File: config.mk
export PLATFORM = sky130hd
export DESIGN_NAME = bp_update_scheduler_flat
export DESIGN_NICKNAME = d
export VERILOG_FILES = /design/src/rtl/bp_update_scheduler_if.sv /design/src/rtl/bp_update_scheduler.sv /design/src/flat_wrapper.sv
export SDC_FILE = /design/constraint.sdc
export NUM_CORES = 1
export LEC_CHECK = 0
export CAP_MARGIN = 20
export CELL_PAD_IN_SITES_DETAIL_PLACEMENT = 1
export CELL_PAD_IN_SITES_GLOBAL_PLACEMENT = 1
export CORE_UTILIZATION = 44
export DETAILED_ROUTE_END_ITERATION = 8
export PLACE_DENSITY_LB_ADDON = 0.15
export SLEW_MARGIN = 10
export SYNTH_ARGS = -nofsm -noshare
export SYNTH_HDL_FRONTEND = slang
export SYNTH_SLANG_ARGS = --single-unit
File: constraint.sdc
create_clock -name clk -period 5.95 [get_ports clk]
set_input_delay 0.595 -clock clk [delete_from_list [all_inputs] [get_ports clk]]
set_output_delay 0.595 -clock clk [all_outputs]
set_load 0.05 [all_outputs]
File: src/rtl/bp_update_scheduler_if.sv
// Update/table bus for bp_update_scheduler.
//   upd_*       : resolved branch updates from EX (valid/ready handshake)
//   init_req    : one-cycle request to re-initialize all tables
//   init_busy   : tables invalid, fetch ignores predictions
//   tbl_rd_*    : combinational BHT read at the FIFO head index
//   tbl_*       : registered single write port to tag/BTB/BHT tables
//   mispred_cnt : saturating count of accepted mispredicted updates
// master = update/table side, slave = scheduler.
interface bp_update_scheduler_if #(
    parameter int unsigned IDX_W = 8,
    parameter int unsigned TAG_W = 8
);
    localparam int unsigned WORD_SIZE = IDX_W + TAG_W;
    localparam int unsigned CNT_W     = 16;

    logic                 upd_valid;
    logic [WORD_SIZE-1:0] upd_pc;
    logic [WORD_SIZE-1:0] upd_target;
    logic                 upd_taken;
    logic                 upd_mispred;
    logic                 upd_ready;
    logic                 init_req;
    logic                 init_busy;
    logic [IDX_W-1:0]     tbl_rd_idx;
    logic [1:0]           tbl_rd_bht;
    logic                 tbl_we;
    logic [IDX_W-1:0]     tbl_idx;
    logic [TAG_W-1:0]     tbl_tag;
    logic [IDX_W-1:0]     tbl_target;
    logic [1:0]           tbl_bht;
    logic [CNT_W-1:0]     mispred_cnt;

    modport master (
        output upd_valid, upd_pc, upd_target, upd_taken, upd_mispred,
        output init_req, tbl_rd_bht,
        input  upd_ready, init_busy, tbl_rd_idx,
        input  tbl_we, tbl_idx, tbl_tag, tbl_target, tbl_bht, mispred_cnt
    );

    modport slave (
        input  upd_valid, upd_pc, upd_target, upd_taken, upd_mispred,
        input  init_req, tbl_rd_bht,
        output upd_ready, init_busy, tbl_rd_idx,
        output tbl_we, tbl_idx, tbl_tag, tbl_target, tbl_bht, mispred_cnt
    );
endinterface

File: src/rtl/bp_update_scheduler.sv
// Branch-predictor update scheduler.
// Sweeps the tag/BTB/BHT tables to a known state after reset or init_req,
// then queues resolved updates in a 2-entry FIFO and retires one per cycle
// as a table write with a saturating 2-bit BHT update.
// Ports:
//   clk     : clock, all state on rising edge
//   reset_n : asynchronous active-low reset
//   bus     : bp_update_scheduler_if.slave (updates, init, table ports, counter)
module bp_update_scheduler #(
    parameter int unsigned IDX_W = 8,
    parameter int unsigned TAG_W = 8
) (
    input  logic                   clk,
    input  logic                   reset_n,
    bp_update_scheduler_if.slave   bus
);
    localparam int unsigned WORD_SIZE  = IDX_W + TAG_W;
    localparam int unsigned CNT_W      = 16;
    localparam int unsigned FIFO_DEPTH = 2;
    localparam int unsigned FCNT_W     = 2;

    typedef enum logic [1:0] {
        ST_INIT   = 2'd0,
        ST_SETTLE = 2'd1,
        ST_RUN    = 2'd2
    } state_t;

    typedef struct packed {
        logic [IDX_W-1:0] idx;
        logic [TAG_W-1:0] tag;
        logic [IDX_W-1:0] target;
        logic             taken;
    } upd_entry_t;

    // 2-bit saturating counter step
    function automatic logic [1:0] sat_step(input logic [1:0] v, input logic taken);
        logic [1:0] r;
        if (taken) r = (v == 2'b11) ? 2'b11 : v + 2'd1;
        else       r = (v == 2'b00) ? 2'b00 : v - 2'd1;
        return r;
    endfunction

    state_t             r_state;
    state_t             w_state_nxt;
    logic [IDX_W-1:0]   r_sweep_cnt;
    logic [IDX_W-1:0]   w_sweep_nxt;

    upd_entry_t         r_fifo [FIFO_DEPTH];
    logic               r_wr_ptr;
    logic               r_rd_ptr;
    logic [FCNT_W-1:0]  r_count;
    logic [FCNT_W-1:0]  w_count_nxt;

    logic               r_tbl_we;
    logic [IDX_W-1:0]   r_tbl_idx;
    logic [TAG_W-1:0]   r_tbl_tag;
    logic [IDX_W-1:0]   r_tbl_target;
    logic [1:0]         r_tbl_bht;
    logic               w_tbl_we_nxt;
    logic [IDX_W-1:0]   w_tbl_idx_nxt;
    logic [TAG_W-1:0]   w_tbl_tag_nxt;
    logic [IDX_W-1:0]   w_tbl_target_nxt;
    logic [1:0]         w_tbl_bht_nxt;

    logic               r_upd_ready;
    logic               r_init_busy;
    logic [CNT_W-1:0]   r_mispred_cnt;

    logic               w_accept;
    logic               w_push;
    logic               w_pop;
    logic               w_flush;
    upd_entry_t         w_head;
    upd_entry_t         w_push_entry;
    logic [1:0]         w_old_bht;
    logic               w_unused;

    assign w_head   = r_fifo[r_rd_ptr];
    assign w_accept = bus.upd_valid && r_upd_ready;
    assign w_push   = w_accept && !w_flush;

    assign w_push_entry.idx    = bus.upd_pc[IDX_W-1:0];
    assign w_push_entry.tag    = bus.upd_pc[WORD_SIZE-1:IDX_W];
    assign w_push_entry.target = bus.upd_target[IDX_W-1:0];
    assign w_push_entry.taken  = bus.upd_taken;

    // Only the low target bits are stored in the BTB
    assign w_unused = ^bus.upd_target[WORD_SIZE-1:IDX_W];

    // Forward the in-flight write when it targets the head index
    assign w_old_bht = (r_tbl_we && (r_tbl_idx == w_head.idx)) ? r_tbl_bht : bus.tbl_rd_bht;

    // State register
    always_ff @(posedge clk or negedge reset_n) begin
        if (!reset_n) r_state <= ST_INIT;
        else          r_state <= w_state_nxt;
    end

    // Next state, sweep counter, FIFO pop/flush and table write selection
    always_comb begin
        w_state_nxt      = r_state;
        w_sweep_nxt      = r_sweep_cnt;
        w_tbl_we_nxt     = 1'b0;
        w_tbl_idx_nxt    = r_tbl_idx;
        w_tbl_tag_nxt    = r_tbl_tag;
        w_tbl_target_nxt = r_tbl_target;
        w_tbl_bht_nxt    = r_tbl_bht;
        w_pop            = 1'b0;
        w_flush          = 1'b0;
        case (r_state)
            ST_INIT: begin
                w_tbl_we_nxt     = 1'b1;
                w_tbl_idx_nxt    = r_sweep_cnt;
                w_tbl_tag_nxt    = '1;
                w_tbl_target_nxt = '0;
                w_tbl_bht_nxt    = 2'b01;
                w_sweep_nxt      = r_sweep_cnt + IDX_W'(1);
                if (r_sweep_cnt == '1) w_state_nxt = ST_SETTLE;
            end
            ST_SETTLE: begin
                w_state_nxt = ST_RUN;
            end
            ST_RUN: begin
                if (bus.init_req) begin
                    w_flush     = 1'b1;
                    w_sweep_nxt = '0;
                    w_state_nxt = ST_INIT;
                end else if (r_count != '0) begin
                    w_pop            = 1'b1;
                    w_tbl_we_nxt     = 1'b1;
                    w_tbl_idx_nxt    = w_head.idx;
                    w_tbl_tag_nxt    = w_head.tag;
                    w_tbl_target_nxt = w_head.target;
                    w_tbl_bht_nxt    = sat_step(w_old_bht, w_head.taken);
                end
            end
            default: begin
                w_state_nxt = ST_INIT;
                w_sweep_nxt = '0;
            end
        endcase
    end

    // FIFO occupancy
    always_comb begin
        w_count_nxt = r_count;
        if (w_flush) begin
            w_count_nxt = '0;
        end else begin
            case ({w_push, w_pop})
                2'b10:   w_count_nxt = r_count + FCNT_W'(1);
                2'b01:   w_count_nxt = r_count - FCNT_W'(1);
                default: w_count_nxt = r_count;
            endcase
        end
    end

    // FIFO storage and pointers
    always_ff @(posedge clk or negedge reset_n) begin
        if (!reset_n) begin
            r_wr_ptr <= 1'b0;
            r_rd_ptr <= 1'b0;
            r_count  <= '0;
            for (int i = 0; i < FIFO_DEPTH; i++) r_fifo[i] <= '0;
        end else begin
            r_count <= w_count_nxt;
            if (w_flush) begin
                r_wr_ptr <= 1'b0;
                r_rd_ptr <= 1'b0;
            end else begin
                if (w_push) begin
                    r_fifo[r_wr_ptr] <= w_push_entry;
                    r_wr_ptr         <= ~r_wr_ptr;
                end
                if (w_pop) r_rd_ptr <= ~r_rd_ptr;
            end
        end
    end

    // Table write port, handshake/status flags and mispredict counter
    always_ff @(posedge clk or negedge reset_n) begin
        if (!reset_n) begin
            r_sweep_cnt   <= '0;
            r_tbl_we      <= 1'b0;
            r_tbl_idx     <= '0;
            r_tbl_tag     <= '0;
            r_tbl_target  <= '0;
            r_tbl_bht     <= 2'b01;
            r_upd_ready   <= 1'b0;
            r_init_busy   <= 1'b1;
            r_mispred_cnt <= '0;
        end else begin
            r_sweep_cnt  <= w_sweep_nxt;
            r_tbl_we     <= w_tbl_we_nxt;
            r_tbl_idx    <= w_tbl_idx_nxt;
            r_tbl_tag    <= w_tbl_tag_nxt;
            r_tbl_target <= w_tbl_target_nxt;
            r_tbl_bht    <= w_tbl_bht_nxt;
            // ready/busy are registered images of next state and occupancy
            r_upd_ready  <= (w_state_nxt == ST_RUN) && (w_count_nxt != FCNT_W'(FIFO_DEPTH));
            r_init_busy  <= (w_state_nxt != ST_RUN);
            if (w_accept && bus.upd_mispred && (r_mispred_cnt != '1))
                r_mispred_cnt <= r_mispred_cnt + CNT_W'(1);
        end
    end

    assign bus.upd_ready   = r_upd_ready;
    assign bus.init_busy   = r_init_busy;
    assign bus.tbl_rd_idx  = w_head.idx;
    assign bus.tbl_we      = r_tbl_we;
    assign bus.tbl_idx     = r_tbl_idx;
    assign bus.tbl_tag     = r_tbl_tag;
    assign bus.tbl_target  = r_tbl_target;
    assign bus.tbl_bht     = r_tbl_bht;
    assign bus.mispred_cnt = r_mispred_cnt;
endmodule

File: src/flat_wrapper.sv
// flat-port wrapper written by rule: the top's interface ports become plain ports
module bp_update_scheduler_flat 
#(
    parameter int unsigned IDX_W = 8,
    parameter int unsigned TAG_W = 8
)
  (clk, reset_n, bus_upd_valid, bus_upd_pc, bus_upd_target, bus_upd_taken, bus_upd_mispred, bus_init_req, bus_tbl_rd_bht, bus_upd_ready, bus_init_busy, bus_tbl_rd_idx, bus_tbl_we, bus_tbl_idx, bus_tbl_tag, bus_tbl_target, bus_tbl_bht, bus_mispred_cnt);
  bp_update_scheduler_if #(.IDX_W(IDX_W), .TAG_W(TAG_W)) bus_i ();
  input  logic clk;
  input  logic reset_n;
  input wire logic [$bits(bus_i.upd_valid)-1:0] bus_upd_valid;
  input wire logic [$bits(bus_i.upd_pc)-1:0] bus_upd_pc;
  input wire logic [$bits(bus_i.upd_target)-1:0] bus_upd_target;
  input wire logic [$bits(bus_i.upd_taken)-1:0] bus_upd_taken;
  input wire logic [$bits(bus_i.upd_mispred)-1:0] bus_upd_mispred;
  input wire logic [$bits(bus_i.init_req)-1:0] bus_init_req;
  input wire logic [$bits(bus_i.tbl_rd_bht)-1:0] bus_tbl_rd_bht;
  output wire logic [$bits(bus_i.upd_ready)-1:0] bus_upd_ready;
  output wire logic [$bits(bus_i.init_busy)-1:0] bus_init_busy;
  output wire logic [$bits(bus_i.tbl_rd_idx)-1:0] bus_tbl_rd_idx;
  output wire logic [$bits(bus_i.tbl_we)-1:0] bus_tbl_we;
  output wire logic [$bits(bus_i.tbl_idx)-1:0] bus_tbl_idx;
  output wire logic [$bits(bus_i.tbl_tag)-1:0] bus_tbl_tag;
  output wire logic [$bits(bus_i.tbl_target)-1:0] bus_tbl_target;
  output wire logic [$bits(bus_i.tbl_bht)-1:0] bus_tbl_bht;
  output wire logic [$bits(bus_i.mispred_cnt)-1:0] bus_mispred_cnt;
  assign bus_i.upd_valid = bus_upd_valid;
  assign bus_i.upd_pc = bus_upd_pc;
  assign bus_i.upd_target = bus_upd_target;
  assign bus_i.upd_taken = bus_upd_taken;
  assign bus_i.upd_mispred = bus_upd_mispred;
  assign bus_i.init_req = bus_init_req;
  assign bus_i.tbl_rd_bht = bus_tbl_rd_bht;
  assign bus_upd_ready = bus_i.upd_ready;
  assign bus_init_busy = bus_i.init_busy;
  assign bus_tbl_rd_idx = bus_i.tbl_rd_idx;
  assign bus_tbl_we = bus_i.tbl_we;
  assign bus_tbl_idx = bus_i.tbl_idx;
  assign bus_tbl_tag = bus_i.tbl_tag;
  assign bus_tbl_target = bus_i.tbl_target;
  assign bus_tbl_bht = bus_i.tbl_bht;
  assign bus_mispred_cnt = bus_i.mispred_cnt;
  bp_update_scheduler #(.IDX_W(IDX_W), .TAG_W(TAG_W)) u_core (.clk(clk), .reset_n(reset_n), .bus(bus_i));
endmodule
Yosys cells after proc, flatten, opt, wreduce, memory -nomap -nowiden. Cells that the tools add are included.

$add $sub $neg: 6. Multiply operators: 0. Divide/modulo/power cells: 0. Magnitude comparators: 3. Equality and inequality tests: 14. Shifts and indexed selects: 0. Muxes and demuxes: 39. Bitwise logic cells: 6. Reductions and logical operators: 17.

Operators by type and width (number): $mux W25 (4); $mux W8 (7); $bwmux W50 (1); $pmux W8 S2 (3); $demux W25 S1 (1); $pmux W8 S3 (1); $mux W2 (9); $add A16 B1 Y16 const B (1); $ne A16 B16 Y1 const B (1); $mux W1 (9); $add A8 B1 Y8 const B (1); $eq A2 B2 Y1 const B (4); $eq A8 B8 Y1 (1); $eq A8 B8 Y1 const B (1); $ne A2 B2 Y1 const B (4); $pmux W2 S2 (2); $reduce_bool A2 Y1 (4); $logic_and A1 B1 Y1 (7); $pmux W2 S3 (1); $add A2 B1 Y2 const B (2); $eq A2 B1 Y1 const B (2); $ge A2 B2 Y1 const B (2); $logic_not A2 Y1 (2); $not A1 Y1 (4); 8 further kinds (11).

Register bits after elaboration: 109. Latch bits: 0. RAM bits: 0. Bits in read-only memories: 0. Input bits: 40. Output and inout bits: 53. Memories kept: 0.

Logic depth before layout (Yosys ltp). Gate-level depths: netlist of run 1.

Word-level depth: 13. Mapped depth: 10. Mapped depth without buffers: 8.

Worst setup path before layout of run 1. Ideal clock, no wire load.

Kind: input -> register. Start: input port bus_init_req. End: register u_core.r_upd_ready (netlist: u_core.bus.upd_ready). Setup time: 0.127 ns. Arrival: 2.199 ns. Data required time: 5.823 ns. Path slack: 3.624 ns. Stages on the path: 9. Path buffers: 2. Path through: nor3b_1 o21ai_0 inv_1 buf_2 buf_2 ha_1 or3_1 a21oi_1 a21oi_1.

Cells in the longest elaborated chain, start to end: 9. Elaborated cells on any way between the ends: 15. Classes of those cells: eq/ne (4); mux (8); reduce/logical (3).

Ends and longest elaborated chain: from (decl) (RTL line flat_wrapper.sv:16) `input wire logic [$bits(bus_i.init_req)-1:0] bus_init_req;`; $mux W1 (RTL line bp_update_scheduler.sv:124) `if (bus.init_req) begin`; $mux W1 (RTL line bp_update_scheduler.sv:110) `case (r_state)`; $logic_not A1 Y1 (RTL line bp_update_scheduler.sv:80) `assign w_push = w_accept && !w_flush;`; $logic_and A1 B1 Y1 (RTL line bp_update_scheduler.sv:80); $eq A2 B1 Y1 or $eq A2 B2 Y1 (tied branches) (RTL line bp_update_scheduler.sv:150) `case ({w_push, w_pop})`; $pmux W2 S2 (RTL line bp_update_scheduler.sv:150); $mux W2 * (RTL line bp_update_scheduler.sv:147) `if (w_flush) begin`; net u_core.w_count_nxt[1] (RTL line bp_update_scheduler.sv:52) `logic [FCNT_W-1:0] w_count_nxt;`; $ne A2 B2 Y1 * (RTL line bp_update_scheduler.sv:200) `r_upd_ready <= (w_state_nxt == ST_RUN) && (w_count_nxt != FCNT_W'(FIFO_DEPTH));`; $logic_and A1 B1 Y1 * (RTL line bp_update_scheduler.sv:200); to (signal assigned) (RTL line bp_update_scheduler.sv:200); to (decl) (RTL line bp_update_scheduler.sv:65) `logic r_upd_ready;`.

The timed path passes the listed nets; every way through them passes the cells marked *. A chain may end at the register's enable or synchronous reset.

Worst setup path after layout of run 1. Same ends and word-level chain as after synthesis.

==> metrics, run 1 <==
status=complete, no violations; die area=~0.012 mm^2; synthesis-to-layout area growth=23.9%; Filler cells=around 1.1k; worst-path maximum fanout=29; first-pass GRT wire length=approximately 19000 um; most used flip-flop cell after synthesis=dfrtp_1; die height=roughly 110 um; postcts setup bufs=0; fmax=approximately 310 MHz; CTS tree=built; Cell Area, Synth=slightly below 0.005 mm^2; asr flop ratio synth=100%; HPWL Detailed=approximately 8000 um; CTS max path bufs=2; MaxCap Viol Count=0; Post-Route WL=roughly 11000 um; final worst path period share=roughly 53%; global-route usage over all layers=21.4%; Hold Vio Cnt, Final=0; WP data arrival=3420 ps; Worst-Margin Slew=about 920 ps; Leak=~0.0026 uW; most frequent cells in the layout=dfrtp_1, clkdlybuf4s50_1, mux2_2, nand2_1, nand3_1; worst hold path type=in2async; cells after synthesis=between 400 and 500; final core occ=55.9%; Post-Place Setup Slack=2170 ps; Synth warnings=0; io pins=93; core area=0.0108 mm^2; initial antenna violation count=0; Post-CTS Resized=0; # clock sinks=between 100 and 150; Routed Antenna Nets=0; most common cell after layout, fill and taps aside=dfrtp_1; Layout Nets=535; vias in the first global route=around 3.7k; CTS H-tree lvls=3; ANT cells=0; largest net degree at the start of global routing=between 50 and 60; #FFs+latches synth=109; fin. max-slew vios=0; Synth Net Count=approximately 450; initial drt markers=roughly 100; Congestion Overflow GR=0; port bufs=84; Placed Cells incl. Taps=620; Setup Crit Path Kind=in2reg; vias per cell=5.42; PwrDens=around 200 mW/mm^2; clock slew at reported path FFs=between 100 and 150 ps; skew final=14.4 ps; Clk Latency, worst-skew pair=about 360 ps; headroom to the max-slew limit=38.7%; Die X=between 100 and 150 um; DRC=0; register area share after synthesis=56.0%; Layout Cells excl Fill=between 600 and 700; TritonCTS Buffers=9; FP Rows=38; maximum vdd drop=~0.13 mV; Design Area, Final=between 0.006 and 0.007 mm^2; Starting Density=between 40% and 50%; setup ws final=between 2000 and 3000 ps; hold_buf cts=0; Crit path required time=between 6000 and 7000 ps; root buf cell=clkbuf_8; share of post-route cells with drive strength above 1=between 10% and 20%; setup TNS=0 ps; vias post-DR=3455; EDFF count, synth=0; DR pass1 iterations=4; Placement Cell Area=slightly below 0.006 mm^2; syn avg cell area=about 12 um^2; drt wl/cell=around 18 um; endpoints failing setup=0; Unique masters post-synth=42; GP Congestion=roughly 0.77; minimum clock period=around 3200 ps; RSZ-0062 raised after global routing=no; CP startpoint kind=input port; Setup crit end kind=flip-flop
## metal layers
metal  global-route usage [%]  share of wire, %  vias to the layer above
li1                         -                 -                     1614
met5                        0                 0                        -
met3                     3.57               3.5                        6
met1                     28.3                45                     1771
met2                     36.7                51                       64
met4                     4.99              0.61                        0
## critical path, cell delays in order
cell and delay, ps:
clkdlybuf4s50_1 450, nor3b_1 320, o21ai_2 250, inv_1 740, ha_1 410, or3_1 350
a21oi_1 190, a21oi_1 90
## path summary, 6_finish.rpt
| kind | start | end | slack, ps | depth (start not counted) |
|---|---|---|---|---|
| max | bus_init_req | u_core.bus.upd_ready | 2770 | 8 |
| min | reset_n | u_core.r_state[0] | 250 | 1 |
| max reg2reg | u_core.r_state[1] | u_core.bus.upd_ready | 2800 | 7 |
| min reg2reg | u_core.bus.mispred_cnt[15] | u_core.bus.mispred_cnt[15] | 510 | 1 |
| max in group asynchronous | reset_n | u_core.bus.tbl_bht[1] | 4520 | 2 |
| min in group clk | u_core.bus.mispred_cnt[15] | u_core.bus.mispred_cnt[15] | 510 | 1 |
## Yosys cell counts (2+ instances only)
cell type,instances,area (um^2)
buf_6,2,22.5
o22ai_1,8,50.1
dfrtp_1,107,2680
nor3_1,10,50.1
a31oi_1,9,56.3
a21o_1,2,15.0
xnor2_1,13,114
nand2_1,32,120
xor2_1,11,96.3
and3_1,5,31.3
mux2i_1,17,170
mux2_2,58,653
nand4_1,8,50.1
clkbuf_1,9,33.8
maj3_1,3,30.0
mux2_4,2,30.0
nor2_1,15,56.3
dfstp_2,2,52.6
ha_1,3,37.5
buf_2,7,35.0
o21ai_0,21,105
inv_1,7,26.3
a21oi_1,17,85.1
nand3_1,23,115
## through the flow
| step | hold slack [ps] | power [uW] |
|---|---|---|
| after CTS | 268 | 1230 |
| after global placement | 483 | 794 |
| after global routing | 292 | 1260 |
| after detailed placement | 490 | 795 |
| after floorplan | 299 | 756 |
| final | 252 | 1210 |
## sequential cells by signal (all words and copies together), names as in the netlist, 2 cells and up
register and flops:
u_core.bus.mispred_cnt 16, u_core.bus.tbl_bht 2, u_core.bus.tbl_idx 8, u_core.bus.tbl_tag 8, u_core.bus.tbl_target 8, u_core.r_count 2
u_core.r_fifo 50, u_core.r_state 2, u_core.r_sweep_cnt 8
## power breakdown
part / switching [uW] / internal [uW] / total, uW
Combinational: 20.2 / 18.9 / 39.1
Clock: 262 / 171 / 433
Sequential: 0 / 740 / 740
Total: 282 / 930 / 1210
## cell type report
class / instances / area (um^2) / area share, %
sequential: 109 / 2730 / 45.2
multi-input combinational: 275 / 2030 / 33.6
tap: 140 / 175 / 2.90
inverter: 7 / 26.3 / 0.435
clock buffer: 11 / 141 / 2.34
timing repair buffer: 90 / 891 / 14.8
clock inverter: 5 / 43.8 / 0.725
## kinds of logic after synthesis
family	Yosys count	synth area share (%)
XOR/XNOR	25	4.65
multiplexers	77	17.5
AO/OA/AOI/OAI	63	7.37
flip-flops	109	56.0
AND/OR/NAND/NOR	104	10.7
adder cells (fa/ha/maj)	6	1.39
buffers and inverters	25	2.41
Note: power is estimated with default switching activity, not from simulation.
==> run 2: changes to the inputs <==
CORE_UTILIZATION = 41   (was 44)
clock period = 3.12 ns   (was 5.95 ns; I/O delays follow)
==> run 2 against run 1 <==
  * The run now ends with DRC left
  * Via count rose by 0.64%
  * Design area rose by 2.5%
  * Setup slack lost 1900 ps
  * Combinational power up 99%
  * Critical endpoint unchanged
  * Largest cell class unchanged
==> metrics, run 2 (synthesis gave the netlist of run 1 again) <==
met3 WL=536 um (+33%); PwrDens=436 mW/mm^2 (+120%); TritonCTS Buffers=9 (unchanged); Worst-Margin Slew=816 ps (-102 ps); DR pass1 iterations=6 (+2); global-route usage over all layers=19.8% (-1.5 points); CP startpoint kind=flip-flop; minimum clock period=~2200 ps; setup TNS=0 ps (unchanged); synthesis-to-layout area growth=27.0%; Biggest register=u_core.r_fifo; Slowest cell on crit path=dfrtp_1; CTS H-tree lvls=3 (unchanged); GP Congestion=0.761 (-1.4%); Layout Nets=538 (+0.56%); # clock sinks=109 (unchanged); Worst R2R Setup Slack=880 ps (-1920 ps); CTS max path bufs=2 (unchanged); maximum vdd drop=0.292 mV (+120%); port bufs=84 (unchanged); vias per cell=5.41 (-0.30%); Filler cells=1227 (+7.3%); die height=111 um (+3.5%); share of post-route cells with drive strength above 1=20.6% (+2.1 points); Die X=111 um (+3.5%); FP Rows=39 (+2.6%); Post-Place Setup Slack=758 ps (-1410 ps); RSZ-0062 raised after global routing=no; initial antenna violation count=0 (unchanged); violated checks=DRC; skew final=8.31 ps (-6.08 ps); first-pass GRT wire length=19000 um (+0.40%); fin. max-slew vios=0 (unchanged); ANT cells=0 (unchanged); core area=0.0115 mm^2 (+6.7%); Setup Crit Path Kind=reg2reg; vias post-DR=3477 (+0.64%); Leak=0.00271 uW (+3.9%); CTS tree=built; Crit path required time=3350 ps (-2840 ps); cell mode on critical path=a21oi_1; top layer reached by signal wires=met4; Routed Antenna Nets=0 (unchanged); vias in the first global route=3645 (-2.1%); Post-CTS Resized=0 (unchanged); drt wl/cell=17.9 um (+0.51%); worst-path maximum fanout=13 (-55%); Post-Route WL=11500 um (+1.5%); routed wl met2=5790 um (about the same); Congestion Overflow GR=0 (unchanged); max reg flops=50 (unchanged); root buf cell=clkbuf_16; HPWL Detailed=7890 um (+0.55%); worst r2r path cells=7 (unchanged); WL met1=5060 um (-0.57%); postcts setup bufs=0 (unchanged); worst path bufs/invs=1 (-1); endpoints failing setup=0 (unchanged); reg-to-reg startpoint=u_core.r_state[1]; DRC=15 (+15); clock slew at reported path FFs=70 ps (-40 ps); headroom to the max-slew limit=45.3% (+6.6 points); max incr delay on CP=640 ps (-100 ps); die area=0.0123 mm^2 (+7.2%); Clk Latency, worst-skew pair=350 ps (about the same); crit-path cells=nor3b_1, o21ai_2, inv_1, ha_1, or3_1, a21oi_1, a21oi_1; worst hold path type=in2async; RR Endpoint=u_core.bus.upd_ready; Hold WS=28.9 ps (-223 ps); Starting Density=42.3% (-2.8 points); status=complete, but fails checks; setup ws final=875 ps (-1900 ps); initial drt markers=146 (+40%); final worst path period share=just over 70%; most common cell after layout, fill and taps aside=dfrtp_1; hold_buf cts=0 (unchanged); Hold Vio Cnt, Final=0 (unchanged); largest net degree at the start of global routing=56 (-1.8%); fmax=approximately 450 MHz; Tot Pwr=2700 uW (+120%); io pins=93 (unchanged); Setup crit end kind=flip-flop; Top delay family on crit path=simple AND/OR/NAND/NOR gates; MaxCap Viol Count=0 (unchanged); WP data arrival=2480 ps (-940 ps); most frequent cells in the layout=dfrtp_1, clkdlybuf4s50_1, mux2_2, nand2_1, nand3_1
run 2: cell types whose count changed in the layout (fill, tap and decap cells not counted), sizes merged:
cell           previous run  this run
buf                       7        18
bufinv                    0         2
clkbuf                   11        10
clkdlybuf4s50            83        75
clkinv                    0         2
clkinvlp                  2         1
inv                      10         8
run 2: how the worst max path moves through the flow:
| stage | endpoint | depth (start not counted) | slack, ps | from |
|---|---|---|---|---|
| 2_1_floorplan | u_core.bus.upd_ready | 9 | 970 | u_core.r_state[0] |
| 3_3_place_gp | u_core.bus.upd_ready | 8 | 830 | bus_init_req |
| 3_5_place_dp | u_core.bus.upd_ready | 8 | 760 | bus_init_req |
| 4_1_cts | u_core.bus.upd_ready | 7 | 860 | u_core.r_state[1] |
| 5_1_grt | u_core.bus.upd_ready | 7 | 670 | u_core.r_state[1] |
| 6_report | u_core.bus.upd_ready | 7 | 880 | u_core.r_state[1] |
run 2: per-stage QoR:
step	cells	cell area, um^2	util (%)
2_1_floorplan	409	4870	-
3_3_place_gp	627	5880	51.0
3_5_place_dp	627	5880	51.0
4_1_cts	643	6190	53.8
5_1_grt	643	6190	53.8
6_report	643	6190	53.8
run 2: per-layer routing:
metal  vias to the layer above  track usage [%]
li1                       1621                -
met1                      1773             25.5
met2                        73             33.0
met3                        10             5.36
met4                         0             5.41
met5                         -                0
run 2: area by class of cell:
class / instances / area, um^2 / area share (%)
clock inverters: 6 / 86.3 / 1.39
repair buffers: 93 / 911 / 14.7
inverters: 7 / 26.3 / 0.424
flip-flops and latches: 109 / 2730 / 44.1
clock buffers: 10 / 229 / 3.70
multi-input cells: 275 / 2030 / 32.8
well taps: 143 / 179 / 2.89
run 2: power breakdown:
group	internal, uW	leakage, uW	switching (uW)
clock network	704	0.000153	506
logic	37.8	0.00115	40.1
registers	1410	0.00141	0
==> run 3: changes to the inputs <==
clock period = 2.3 ns   (was 3.12 ns; I/O delays follow)
==> run 3 against run 2 <==
  * The flow still finishes with violations (DRC)
  * Sequential share of layout area fell by 1.3 points
  * Global-route usage increased by 0.94 points
  * Non-clock buffer count rose by 7
  * Clock power is 44% higher
  * Core utilization grew 1.6 points
  * Sequential cell count unchanged
  * Design area rose by 3.0%
  * Total power increased by 40%
==> metrics, run 3 (synthesis gave the netlist of run 1 again) <==
status=complete, but fails checks; violated checks=DRC; CTS tree=built; largest net degree at the start of global routing=41 (-27%); Setup crit end kind=primary output; Post-Route WL=11800 um (+2.6%); Top delay family on crit path=buffers and inverters; Worst R2R Setup Slack=340 ps (-540 ps); PwrDens=591 mW/mm^2 (+35%); port bufs=84 (unchanged); Hold WS=386 ps (+357 ps); max incr delay on CP=810 ps (+170 ps); drt wl/cell=18.2 um (+1.5%); first-pass GRT wire length=19800 um (+4.6%); share of post-route cells with drive strength above 1=21.5% (+0.90 points); maximum vdd drop=0.427 mV (+46%); CP startpoint kind=flip-flop; Hold Vio Cnt, Final=0 (unchanged); Worst-Margin Slew=628 ps (-188 ps); Crit path required time=2070 ps (-1280 ps); Post-CTS Resized=0 (unchanged); DR pass1 iterations=6 (unchanged); CTS max path bufs=2 (unchanged); headroom to the max-slew limit=58.0% (+13 points); Leak=0.00278 uW (+2.6%); RSZ-0062 raised after global routing=no; Setup Crit Path Kind=reg2out; skew final=7.23 ps (-1.08 ps); FP Rows=39 (unchanged); Layout Cells excl Fill=650 (+1.1%); setup TNS=0 ps (unchanged); MaxCap Viol Count=0 (unchanged); Starting Density=42.3% (unchanged); vias post-DR=3496 (+0.55%); io pins=93 (unchanged); Slowest cell on crit path=clkdlybuf4s50_1; worst-path maximum fanout=4 (-9); crit-path cells=clkdlybuf4s50_1; Die X=111 um (unchanged); Filler cells=1226 (-0.081%); HPWL Detailed=8170 um (+3.5%); initial antenna violation count=0 (unchanged); Routed Antenna Nets=0 (unchanged); fin. max-slew vios=0 (unchanged); # clock sinks=109 (unchanged); GP Congestion=0.803 (+5.5%); initial drt markers=117 (-20%); most common cell after layout, fill and taps aside=dfrtp_1; vias per cell=5.38 (-0.54%); global-route usage over all layers=20.8% (+0.94 points); Biggest register=u_core.r_fifo; Clk Latency, worst-skew pair=350 ps (about the same); die area=0.0123 mm^2 (unchanged); synthesis-to-layout area growth=30.9%; most frequent cells in the layout=dfrtp_1, clkdlybuf4s50_1, mux2_2, nand2_1, nand3_1; TritonCTS Buffers=9 (unchanged); CTS H-tree lvls=3 (unchanged); clock slew at reported path FFs=70 ps (about the same); DRC=14 (-1); core area=0.0115 mm^2 (unchanged); root buf cell=clkbuf_16; worst hold path type=in2async; Layout Nets=545 (+1.3%); fmax=around 510 MHz; die height=111 um (unchanged); WP data arrival=1740 ps (-740 ps); worst path bufs/invs=1 (unchanged); max reg flops=50 (unchanged); Placed Cells incl. Taps=633 (+0.96%); final worst path period share=between 80% and 90%; minimum clock period=1970 ps; ANT cells=0 (unchanged); Congestion Overflow GR=0 (unchanged); endpoints failing setup=0 (unchanged); vias in the first global route=3769 (+3.4%)
run 3: cell count changes in the layout (fill, tap and decap cells not counted), sizes merged:
cell and change:
clkinv -2, dlygate4sd3 +1, buf +6, clkbuf +2
run 3: worst paths after layout:
kind	start	endpoint	depth (start not counted)
max reg2reg	u_core.r_state[0]	u_core.bus.upd_ready	7
min in group clk	u_core.r_fifo[0]	u_core.r_fifo[0]	1
min	reset_n	u_core.r_sweep_cnt[1]	2
min reg2reg	u_core.r_fifo[0]	u_core.r_fifo[0]	1
max	u_core.bus.tbl_bht[0]	bus_tbl_bht[0]	1
max in group asynchronous	reset_n	u_core.bus.mispred_cnt[8]	3
run 3: cell type report:
type | count | area [um^2] | area share (%)
multi-input cells | 275 | 2030 | 31.8
clock buffers | 12 | 256 | 4.02
clock inverters | 4 | 78.8 | 1.24
flip-flops and latches | 109 | 2730 | 42.8
repair buffers | 100 | 1080 | 16.9
well taps | 143 | 179 | 2.80
inverters | 7 | 26.3 | 0.412
run 3: timing repair:
item,in CTS,in global routing
hold buffers,1,0
setup buffers,0,0
hold endpoints to repair,30,0
run 3: layer usage:
layer	share of wire (%)	vias up	wire length, um	track usage [%]
li1	-	1639	-	-
met1	45	1785	5260	26.0
met2	50	65	5950	35.5
met3	4.3	7	506	5.69
met4	0.76	0	90	5.41
met5	0	-	0	0
run 3: where the power goes:
part,switching [uW],leakage (uW),internal (uW)
sequential,0,0.00141,1920
clock,719,0.000161,1020
combinational,55.5,0.00121,54.6
run 3: through the flow:
step	worst slack [ps]	power [uW]	utilization, %	cell area [um^2]
after floorplan	150	1960	-	4870
after global placement	132	2060	52.4	6030
after detailed placement	66.8	2060	52.4	6030
after CTS	325	3830	55.4	6380
after global routing	202	3890	55.4	6380
final	330	3770	55.4	6380
